File: src/rtl/stap_pkg.sv
// Shared types and constants for the secondary-TAP endpoint.
// State encodings are exported on tap_state, so their values are fixed.
package stap_pkg;

  typedef enum logic [3:0] {
    TLR    = 4'd0,
    RTI    = 4'd1,
    SEL_DR = 4'd2,
    CAP_DR = 4'd3,
    SH_DR  = 4'd4,
    EX1_DR = 4'd5,
    PA_DR  = 4'd6,
    EX2_DR = 4'd7,
    UPD_DR = 4'd8,
    SEL_IR = 4'd9,
    CAP_IR = 4'd10,
    SH_IR  = 4'd11,
    EX1_IR = 4'd12,
    PA_IR  = 4'd13,
    EX2_IR = 4'd14,
    UPD_IR = 4'd15
  } tap_state_t;

  localparam logic [3:0]  INSTR_IDCODE   = 4'h1;
  localparam logic [3:0]  INSTR_USER     = 4'h2;
  localparam logic [3:0]  INSTR_BYPASS   = 4'hF;
  localparam logic [31:0] IDCODE_DEFAULT = 32'h1000_0001;

endpackage

File: src/rtl/stap_responder_tap_fsm.sv
// 16-state TAP controller; state advances on every TCK rising edge from STMS.
// No backpressure: one transition per clock, synchronous reset to TLR.
module tap_fsm
  import stap_pkg::*;
(
  input  logic       tck_i,
  input  logic       rst_i,
  input  logic       tms_i,
  output tap_state_t state_o
);

  tap_state_t state_q, state_d;

  always_ff @(posedge tck_i) begin
    if (rst_i) state_q <= TLR;
    else       state_q <= state_d;
  end

  always_comb begin
    state_d = state_q;
    case (state_q)
      TLR:    state_d = tms_i ? TLR    : RTI;
      RTI:    state_d = tms_i ? SEL_DR : RTI;
      SEL_DR: state_d = tms_i ? SEL_IR : CAP_DR;
      CAP_DR: state_d = tms_i ? EX1_DR : SH_DR;
      SH_DR:  state_d = tms_i ? EX1_DR : SH_DR;
      EX1_DR: state_d = tms_i ? UPD_DR : PA_DR;
      PA_DR:  state_d = tms_i ? EX2_DR : PA_DR;
      EX2_DR: state_d = tms_i ? UPD_DR : SH_DR;
      UPD_DR: state_d = tms_i ? SEL_DR : RTI;
      SEL_IR: state_d = tms_i ? TLR    : CAP_IR;
      CAP_IR: state_d = tms_i ? EX1_IR : SH_IR;
      SH_IR:  state_d = tms_i ? EX1_IR : SH_IR;
      EX1_IR: state_d = tms_i ? UPD_IR : PA_IR;
      PA_IR:  state_d = tms_i ? EX2_IR : PA_IR;
      EX2_IR: state_d = tms_i ? UPD_IR : SH_IR;
      UPD_IR: state_d = tms_i ? SEL_DR : RTI;
      default: state_d = TLR;
    endcase
  end

  assign state_o = state_q;

endmodule

File: src/rtl/stap_responder.sv
// STAP endpoint: IR plus IDCODE/USER/BYPASS data registers behind a TAP FSM.
// STDO is registered (one TCK behind the shift register LSB); no backpressure.
module stap_responder
  import stap_pkg::*;
#(
  parameter int                    IR_WIDTH     = 4,
  parameter logic [31:0]           IDCODE_VALUE = IDCODE_DEFAULT,
  parameter int                    USER_WIDTH   = 8,
  parameter logic [USER_WIDTH-1:0] USER_RESET   = 8'h00
) (
  input  logic                  TCK,
  input  logic                  RST,
  input  logic                  STMS,
  input  logic                  STDI,
  input  logic                  STRST_N,
  output logic                  STDO,
  output logic [USER_WIDTH-1:0] user_reg,
  output logic                  user_update,
  output logic [3:0]            tap_state,
  output logic [IR_WIDTH-1:0]   ir_value
);

  localparam logic [IR_WIDTH-1:0] IR_IDCODE  = IR_WIDTH'(INSTR_IDCODE);
  localparam logic [IR_WIDTH-1:0] IR_USER    = IR_WIDTH'(INSTR_USER);
  localparam logic [IR_WIDTH-1:0] IR_CAPTURE = IR_WIDTH'(1);

  tap_state_t state;
  logic       tap_rst;

  logic [IR_WIDTH-1:0]   ir_shift_q, ir_shift_d;
  logic [IR_WIDTH-1:0]   ir_value_q, ir_value_d;
  logic [31:0]           idcode_q, idcode_d;
  logic [USER_WIDTH-1:0] user_shift_q, user_shift_d;
  logic                  bypass_q, bypass_d;
  logic                  stdo_q, stdo_d;
  logic [USER_WIDTH-1:0] user_reg_q;
  logic                  user_update_q, user_wr;
  logic                  sel_idcode, sel_user;

  assign tap_rst = RST | ~STRST_N;

  tap_fsm u_fsm (
    .tck_i   (TCK),
    .rst_i   (tap_rst),
    .tms_i   (STMS),
    .state_o (state)
  );

  // Any code other than IDCODE or USER falls through to BYPASS.
  assign sel_idcode = (ir_value_q == IR_IDCODE);
  assign sel_user   = (ir_value_q == IR_USER);
  assign user_wr    = (state == UPD_DR) && sel_user && !tap_rst;

  always_comb begin
    ir_shift_d   = ir_shift_q;
    ir_value_d   = ir_value_q;
    idcode_d     = idcode_q;
    user_shift_d = user_shift_q;
    bypass_d     = bypass_q;
    stdo_d       = 1'b0;
    case (state)
      TLR:    ir_value_d = IR_IDCODE;
      CAP_IR: ir_shift_d = IR_CAPTURE;
      SH_IR: begin
        stdo_d     = ir_shift_q[0];
        ir_shift_d = {STDI, ir_shift_q[IR_WIDTH-1:1]};
      end
      UPD_IR: ir_value_d = ir_shift_q;
      CAP_DR: begin
        if (sel_idcode)    idcode_d     = IDCODE_VALUE;
        else if (sel_user) user_shift_d = user_reg_q;
        else               bypass_d     = 1'b0;
      end
      SH_DR: begin
        if (sel_idcode) begin
          stdo_d   = idcode_q[0];
          idcode_d = {STDI, idcode_q[31:1]};
        end else if (sel_user) begin
          stdo_d       = user_shift_q[0];
          user_shift_d = {STDI, user_shift_q[USER_WIDTH-1:1]};
        end else begin
          stdo_d   = bypass_q;
          bypass_d = STDI;
        end
      end
      default: ;
    endcase
  end

  always_ff @(posedge TCK) begin
    if (tap_rst) begin
      ir_shift_q    <= '0;
      ir_value_q    <= IR_IDCODE;
      idcode_q      <= '0;
      user_shift_q  <= '0;
      bypass_q      <= 1'b0;
      stdo_q        <= 1'b0;
      user_update_q <= 1'b0;
    end else begin
      ir_shift_q    <= ir_shift_d;
      ir_value_q    <= ir_value_d;
      idcode_q      <= idcode_d;
      user_shift_q  <= user_shift_d;
      bypass_q      <= bypass_d;
      stdo_q        <= stdo_d;
      user_update_q <= user_wr;
    end
  end

  // Only the hard reset clears the exported configuration; a TAP reset keeps it.
  always_ff @(posedge TCK) begin
    if (RST)          user_reg_q <= USER_RESET;
    else if (user_wr) user_reg_q <= user_shift_q;
  end

  assign STDO        = stdo_q;
  assign user_reg    = user_reg_q;
  assign user_update = user_update_q;
  assign tap_state   = state;
  assign ir_value    = ir_value_q;

endmodule

File: config.mk
export PLATFORM = sky130hd
export DESIGN_NAME = stap_responder
export DESIGN_NICKNAME = d
export VERILOG_FILES = /design/src/rtl/stap_pkg.sv /design/src/rtl/stap_responder_tap_fsm.sv /design/src/rtl/stap_responder.sv
export SDC_FILE = /design/constraint.sdc
export NUM_CORES = 1
export LEC_CHECK = 0
export ABC_AREA = 1
export CORE_MARGIN = 3
export CORE_UTILIZATION = 51
export DETAILED_ROUTE_END_ITERATION = 6
export PLACE_DENSITY_LB_ADDON = 0.12
export SLEW_MARGIN = 25
export SYNTH_ARGS = -nofsm -noshare
export SYNTH_HDL_FRONTEND = slang
export SYNTH_SLANG_ARGS = --single-unit
File: constraint.sdc
create_clock -name TCK -period 1.35 [get_ports TCK]
set_clock_uncertainty 0.2 [all_clocks]
set_input_delay 0.27 -clock TCK [delete_from_list [all_inputs] [get_ports TCK]]
set_output_delay 0.27 -clock TCK [all_outputs]
set_load 0.03 [all_outputs]
==> results of run 1 <==
synthesized netlist by cell type, drive strengths merged:
library cell,instances,share of area
nand2,131,0.20
dfxtp,63,0.47
a21oi,50,0.094
nor2,41,0.072
inv,24,0.034
o21ai,22,0.041
buf,10,0.029
nand3,10,0.022
clkbuf,5,0.011
nand4,3,0.0070
nor3,2,0.0080
a211oi,1,0.0028
a31oi,1,0.0023
clkinv,1,0.0019
nand3b,1,0.0028
o2111ai,1,0.0033
o22ai,1,0.0023
placed cells by master (no fill, tap or decap), types with 2 or more instances in the layout:
| cell type | count |
|---|---|
| clkbuf_16 | 2 |
| a21oi_2 | 16 |
| nand4_1 | 3 |
| a21oi_1 | 34 |
| dfxtp_4 | 6 |
| o21ai_1 | 6 |
| dfxtp_1 | 47 |
| inv_2 | 10 |
| nand2_8 | 2 |
| buf_6 | 33 |
| nand2_4 | 9 |
| nand3_4 | 3 |
| clkbuf_8 | 10 |
| nor2_1 | 33 |
| buf_4 | 34 |
| buf_12 | 2 |
| nand2_2 | 13 |
| inv_1 | 10 |
| dfxtp_2 | 10 |
| clkdlybuf4s50_1 | 4 |
| o21ai_2 | 13 |
| nor2_2 | 2 |
| o21ai_0 | 2 |
| inv_4 | 4 |
| bufinv_16 | 2 |
| nand2_1 | 107 |
| nand3_1 | 6 |
| nor2_4 | 6 |
power by group through the flow:
stage / clock, µW / combinational [µW] / sequential, µW
floorplan: 0 / 62.3 / 1900
global placement: 0 / 111 / 1900
detailed placement: 0 / 111 / 1900
CTS: 1850 / 126 / 1850
global route: 1950 / 158 / 1850
finish: 1840 / 147 / 1850
worst max-delay path by stage:
stage / start / end / slack, ns
2_1_floorplan: u_fsm.state_o[1] / user_shift_q[0] / -0.13
3_3_place_gp: RST / user_reg[6] / -0.34
3_5_place_dp: RST / user_reg[1] / -0.40
4_1_cts: u_fsm.state_o[2] / tap_state[2] / -0.10
5_1_grt: u_fsm.state_o[2] / user_shift_q[7] / -0.26
6_report: u_fsm.state_o[2] / user_shift_q[7] / -0.16
worst max-delay path, stage by stage, from the launching register on:
cell	delay, ns
dfxtp_4	0.37
inv_4	0.07
nor2_4	0.04
nand2_4	0.11
nand2_4	0.11
buf_4	0.16
buf_6	0.12
a21oi_1	0.16
nor2_1	0.07
cell type report:
type,count,area [µm²]
Sequential cell,63,1300
Tap cell,67,83.8
Multi-Input combinational cell,264,1490
Inverter,25,121
Clock buffer,11,141
Timing Repair Buffer,76,772
Clock inverter,5,80.1
Fill cell,295,891
per-layer routing:
| metal | up-vias | global-route usage |
|---|---|---|
| met5 | - | 0 |
| li1 | 1328 | - |
| met2 | 70 | 0.371 |
| met3 | 14 | 0.0642 |
| met4 | 0 | 0.0979 |
| met1 | 1239 | 0.268 |
per-stage QoR:
stage / hold slack (ns) / cells / util
global placement: 0.246 / 477 / 0.646
global route: 0.274 / 511 / 0.817
detailed placement: 0.251 / 477 / 0.646
finish: 0.261 / 511 / 0.817
floorplan: 0.213 / 367 / -
CTS: 0.262 / 502 / 0.755
cells by family (layout without fill, tap and decap cells):
kind of cell / count (synthesis) / count (layout)
compound gates: 76 / 76
buf+inv: 40 / 117
flops: 63 / 63
simple gates: 188 / 188
timing repair:
action	in CTS	in global routing
gates resized for setup	73	65
setup buffers	9	7
gates cloned	0	3
setup endpoints to repair	74	76
pin swaps	9	16
==> flow_summary.yaml, run 1 <==
outcome:
  status: "complete, but fails checks"
  violations: "setup timing"
synth:
  syn-instance-count: 367
  synth_simple_gate_area_frac: 0.307
  synth-adder-area-share: 0
  synth_cell_types: 28
  synth_compound_area_frac: 0.145
  ys_seq_area_frac: 0.471
  synth_xor_xnor_area_share: 0
  synth_warnings: 0
  yosys_register_bits: 63
  netlist_area_mm2: 0.00268
  synth_nets: 372
  synth_top_family_by_area: "simple AND/OR/NAND/NOR gates"
  yosys-mux-area-fraction: 0
  avgSynthCellArea_um2: 7.29
sta:
  layout_setup_ws_ns: -0.157
  worstMarginPinSlew_ns: 0.277
  setup-tns-final_ns: -5.62
  setup_violations: 62
  hold_viol_final: 0
  rsz0062_at_grt: "true"
  relSlewSlack: 0.815
  fmax_ghz: 0.664
  finalCriticalPeriod_ns: 1.51
  final.period_utilization: 1.12
  slew_viol_final: 0
global_route:
  antenna_found_initial: 0
  grt_pass1_vias: 2500
  grt_start_max_net_pins: 32
  track_usage: 0.223
  grt_pass1_wl_um: 10900
  grt-ovfl-total: 0
detailed_routing:
  drt_wl_total_um: 7170
  routed_via_density: 5.19
  dr_total_vias: 2651
  wl_met2_um: 3630
  met1_length_um: 3070
  route.met3.wl_um: 329
  drt_first_iter_violations: 115
  highest_layer: "met4"
  dr.pass1.iters: 4
  wl_per_cell_um: 14.0
  remaining_drc_errors: 0
  ant_nets: 0
placed_design:
  globalplace.congestion: 0.866
  dpl.hpwl_um: 3850
  placed_area_mm2: 0.00315
  pre_cts_slack_ns: -0.396
  place.port_buffers: 22
floorplanning:
  die_h_um: 78.4
  start_util: 0.548
  placeableCoreArea_mm2: 0.00488
  die_x_um: 78.4
  die-area_mm2: 0.00615
  rows: 25
  io-pin-count: 23
cells_and_area:
  nets: 444
  largest_register_ffs: 32
  fin_area_mm2: 0.00399
  antenna_cells: 0
  syn2layout_area_growth_pct: 49.1
  drive_gt1_frac: 0.423
worst_setup_path:
  r2r_setup_slack_ns: -0.16
  rr_endpoint: "user_shift_q[7]"
  ff2ff_path_depth: 8
  crit_fanout: 4
  timing.rr.start: "u_fsm.state_o[2]"
  cp.required_ns: 1.38
  criticalPathCategory: "flip-flop to flip-flop"
  worst_ep_arrival_time_ns: 1.54
  cp-start-kind: "flip-flop"
  cp-end-kind: "flip-flop"
pwr:
  p_leak_uw: 0.00165
  irDropWorstVdd_uv: 1050
  switchingPower_uw: 837
  finalPower_uw: 3830
  power_density_mw_per_mm2: 961
  pwr-share-clk: 0.479
  p_int_uw: 3000
  swShare: 0.218
  seqPwrFrac: 0.483
  combPwrFrac: 0.038
flow_run:
  maxCapViolCount: 0
clock_network:
  htree_levels: 3
  cts_sinks: 63
  cts_made_buffers: 9
  insertion_delay_ns: 0.34
  hold_buffers: 0
  clk_pin_slew_ns: 0.07
  clockRootBuffer: "clkbuf_8"
  cts.path.max_buffers: 2
  cts_tree: "done"
worst_hold_path:
  min_path_type: "flip-flop to flip-flop"
  whs_path_depth: 2
  worstHoldStart: "idcode_q[2]"
  hold_end: "idcode_q[2]"
No activity file was read; power rests on OpenSTA's default activity.
==> run 2, diff against run 1 <==
- CELL_PAD_IN_SITES_DETAIL_PLACEMENT: default -> 1
- CELL_PAD_IN_SITES_GLOBAL_PLACEMENT: default -> 2
- CORE_MARGIN: 3 -> 2
- CORE_UTILIZATION: 51 -> 33
- clock period: 1.35 -> 1.68 ns (I/O delays scaled with it)
==> flow_summary.yaml, run 2 (synthesized netlist as in run 1, its figures left out) <==
cells_and_area:
  nFillCells: 1009
  layout_commonest_cell: "nand2_1"
  fin_area_mm2: 0.00341
  syn2layout_area_growth_pct: 27.6
  final_cell_mix: "nand2_1 (125), dfxtp_1 (60), a21oi_1 (49)"
  nets: 419
  stdcell_count: 521
  largest_register_ffs: 32
  drive_gt1_frac: 0.181
  final-seq-area_mm2: 0.00126
  antenna_cells: 0
  multi_input_area_mm2: 0.00124
worst_hold_path:
  min_path_type: "flip-flop to flip-flop"
  whs_path_depth: 2
  hold_end: "idcode_q[25]"
  worstHoldStart: "idcode_q[26]"
worst_setup_path:
  critPathTopFamily: "buffers and inverters"
  cp-end-kind: "primary output"
  r2r_setup_slack_ns: 0.10
  cp.required_ns: 1.14
  crit_fanout: 3
  rr_endpoint: "user_reg[1]"
  crit_buf_inv: 1
  ff2ff_path_depth: 6
  timing.rr.start: "ir_value[2]"
  cp-start-kind: "flip-flop"
  crit_slowest_cell: "dlygate4sd2_1"
  worst_ep_arrival_time_ns: 1.10
  cpPeakStageDelay_ns: 0.41
  worstPathCellList: "dlygate4sd2_1"
  criticalPathCategory: "flip-flop to primary output"
detailed_routing:
  dr.pass1.iters: 4
  dr_total_vias: 2479
  drt_wl_total_um: 6900
  routed_via_density: 4.76
  drt_first_iter_violations: 94
  remaining_drc_errors: 0
  wl_per_cell_um: 13.2
  ant_nets: 0
placed_design:
  place.port_buffers: 22
  globalplace.congestion: 0.802
  dp.cells: 503
  placed_area_mm2: 0.00316
  dpl.hpwl_um: 4660
clock_network:
  htree_levels: 3
  clockRootBuffer: "clkbuf_8"
  clk_pin_slew_ns: 0.08
  cts.path.max_buffers: 2
  insertion_delay_ns: 0.34
  cts_tree: "done"
  cts_sinks: 63
  cts_made_buffers: 9
pwr:
  power_density_mw_per_mm2: 854
  pwr-share-clk: 0.452
  finalPower_uw: 2920
  switchingPower_uw: 695
  swShare: 0.238
  p_int_uw: 2220
  combPwrFrac: 0.035
  irDropWorstVdd_uv: 358
  p_leak_uw: 0.00141
  seqPwrFrac: 0.513
outcome:
  status: "finished, final reports clean"
floorplanning:
  rows: 32
  placeableCoreArea_mm2: 0.00781
  io-pin-count: 23
  die_h_um: 94.0
  die-area_mm2: 0.00884
  die_x_um: 94.0
  start_util: 0.343
sta:
  hold_viol_final: 0
  final.period_utilization: 0.971
  slew_viol_final: 0
  setup-tns-final_ns: 0
  worstMarginPinSlew_ns: 0.303
  fin_hold_ws_ns: 0.259
  finalCriticalPeriod_ns: 1.63
  relSlewSlack: 0.799
  rsz0062_at_grt: "true"
  setup_violations: 0
  fmax_ghz: 0.613
global_route:
  track_usage: 0.168
  antenna_found_initial: 0
  grt_pass1_vias: 2469
  grt_start_max_net_pins: 27
  grt-ovfl-total: 0
  grt_pass1_wl_um: 11700
flow_run:
  maxCapViolCount: 0
run 2: cell count changes in the layout (fill, tap and decap cells not counted), sizes merged:
cell	before	now
buf	70	31
dlygate4sd2	0	8
clkdlybuf4s15	0	5
clkinv	3	6
bufinv	2	1
clkbuf	13	12
run 2: worst register-to-register path, stage by stage, from the launching register on:
cell,delay (ns)
dfxtp_1,0.35
nor2_4,0.21
nand3_2,0.18
inv_2,0.17
nand3_4,0.13
o21ai_0,0.17
nor2_1,0.06
run 2: through the flow:
| stage | worst slack (ns) | util |
|---|---|---|
| 2_1_floorplan | 0.0286 | - |
| 3_3_place_gp | -0.0557 | 0.405 |
| 3_5_place_dp | -0.144 | 0.405 |
| 4_1_cts | 0.000435 | 0.429 |
| 5_1_grt | -0.0363 | 0.437 |
| 6_report | 0.0481 | 0.437 |
run 2: worst max-delay path by stage:
stage               cells past startpoint              from         endpoint  slack (ns)
finish                                  1       user_reg[2]      user_reg[2]        0.05
global route                            6       ir_value[2]      user_reg[3]       -0.04
CTS                                     1       user_reg[5]      user_reg[5]      0.0004
detailed placement                      7               RST      user_reg[4]       -0.14
global placement                        7               RST      user_reg[4]       -0.06
floorplan                               8  u_fsm.state_o[0]  user_shift_q[0]        0.03
run 2: power by group through the flow:
stage | logic, µW | clock network, µW | registers [µW]
finish | 103 | 1320 | 1500
global route | 115 | 1430 | 1500
CTS | 102 | 1370 | 1500
detailed placement | 102 | 0 | 1530
global placement | 101 | 0 | 1530
floorplan | 48.9 | 0 | 1530
run 2: repair_timing:
action | in CTS | in global routing
resized for setup | 22 | 18
buffers inserted | 0 | 1
hold buffers | 0 | 0
gates cloned | 0 | 1
endpoints found under the setup margin | 38 | 44
pin swaps | 0 | 3
run 2: cell type report:
type                       count  share of cell area
timing repair buffer          51               0.144
sequential                    63               0.370
clock inverter                 7              0.0209
multi-input combinational    264               0.363
tap                          102              0.0374
inverter                      25              0.0278
clock buffer                   9              0.0363
run 2: metal layers:
metal,vias to the layer above,global-route usage,share of wire
met1,1174,0.222,0.50
met3,10,0.0313,0.023
met2,26,0.268,0.46
met4,0,0.0688,0.015
met5,-,0,0
li1,1269,-,-
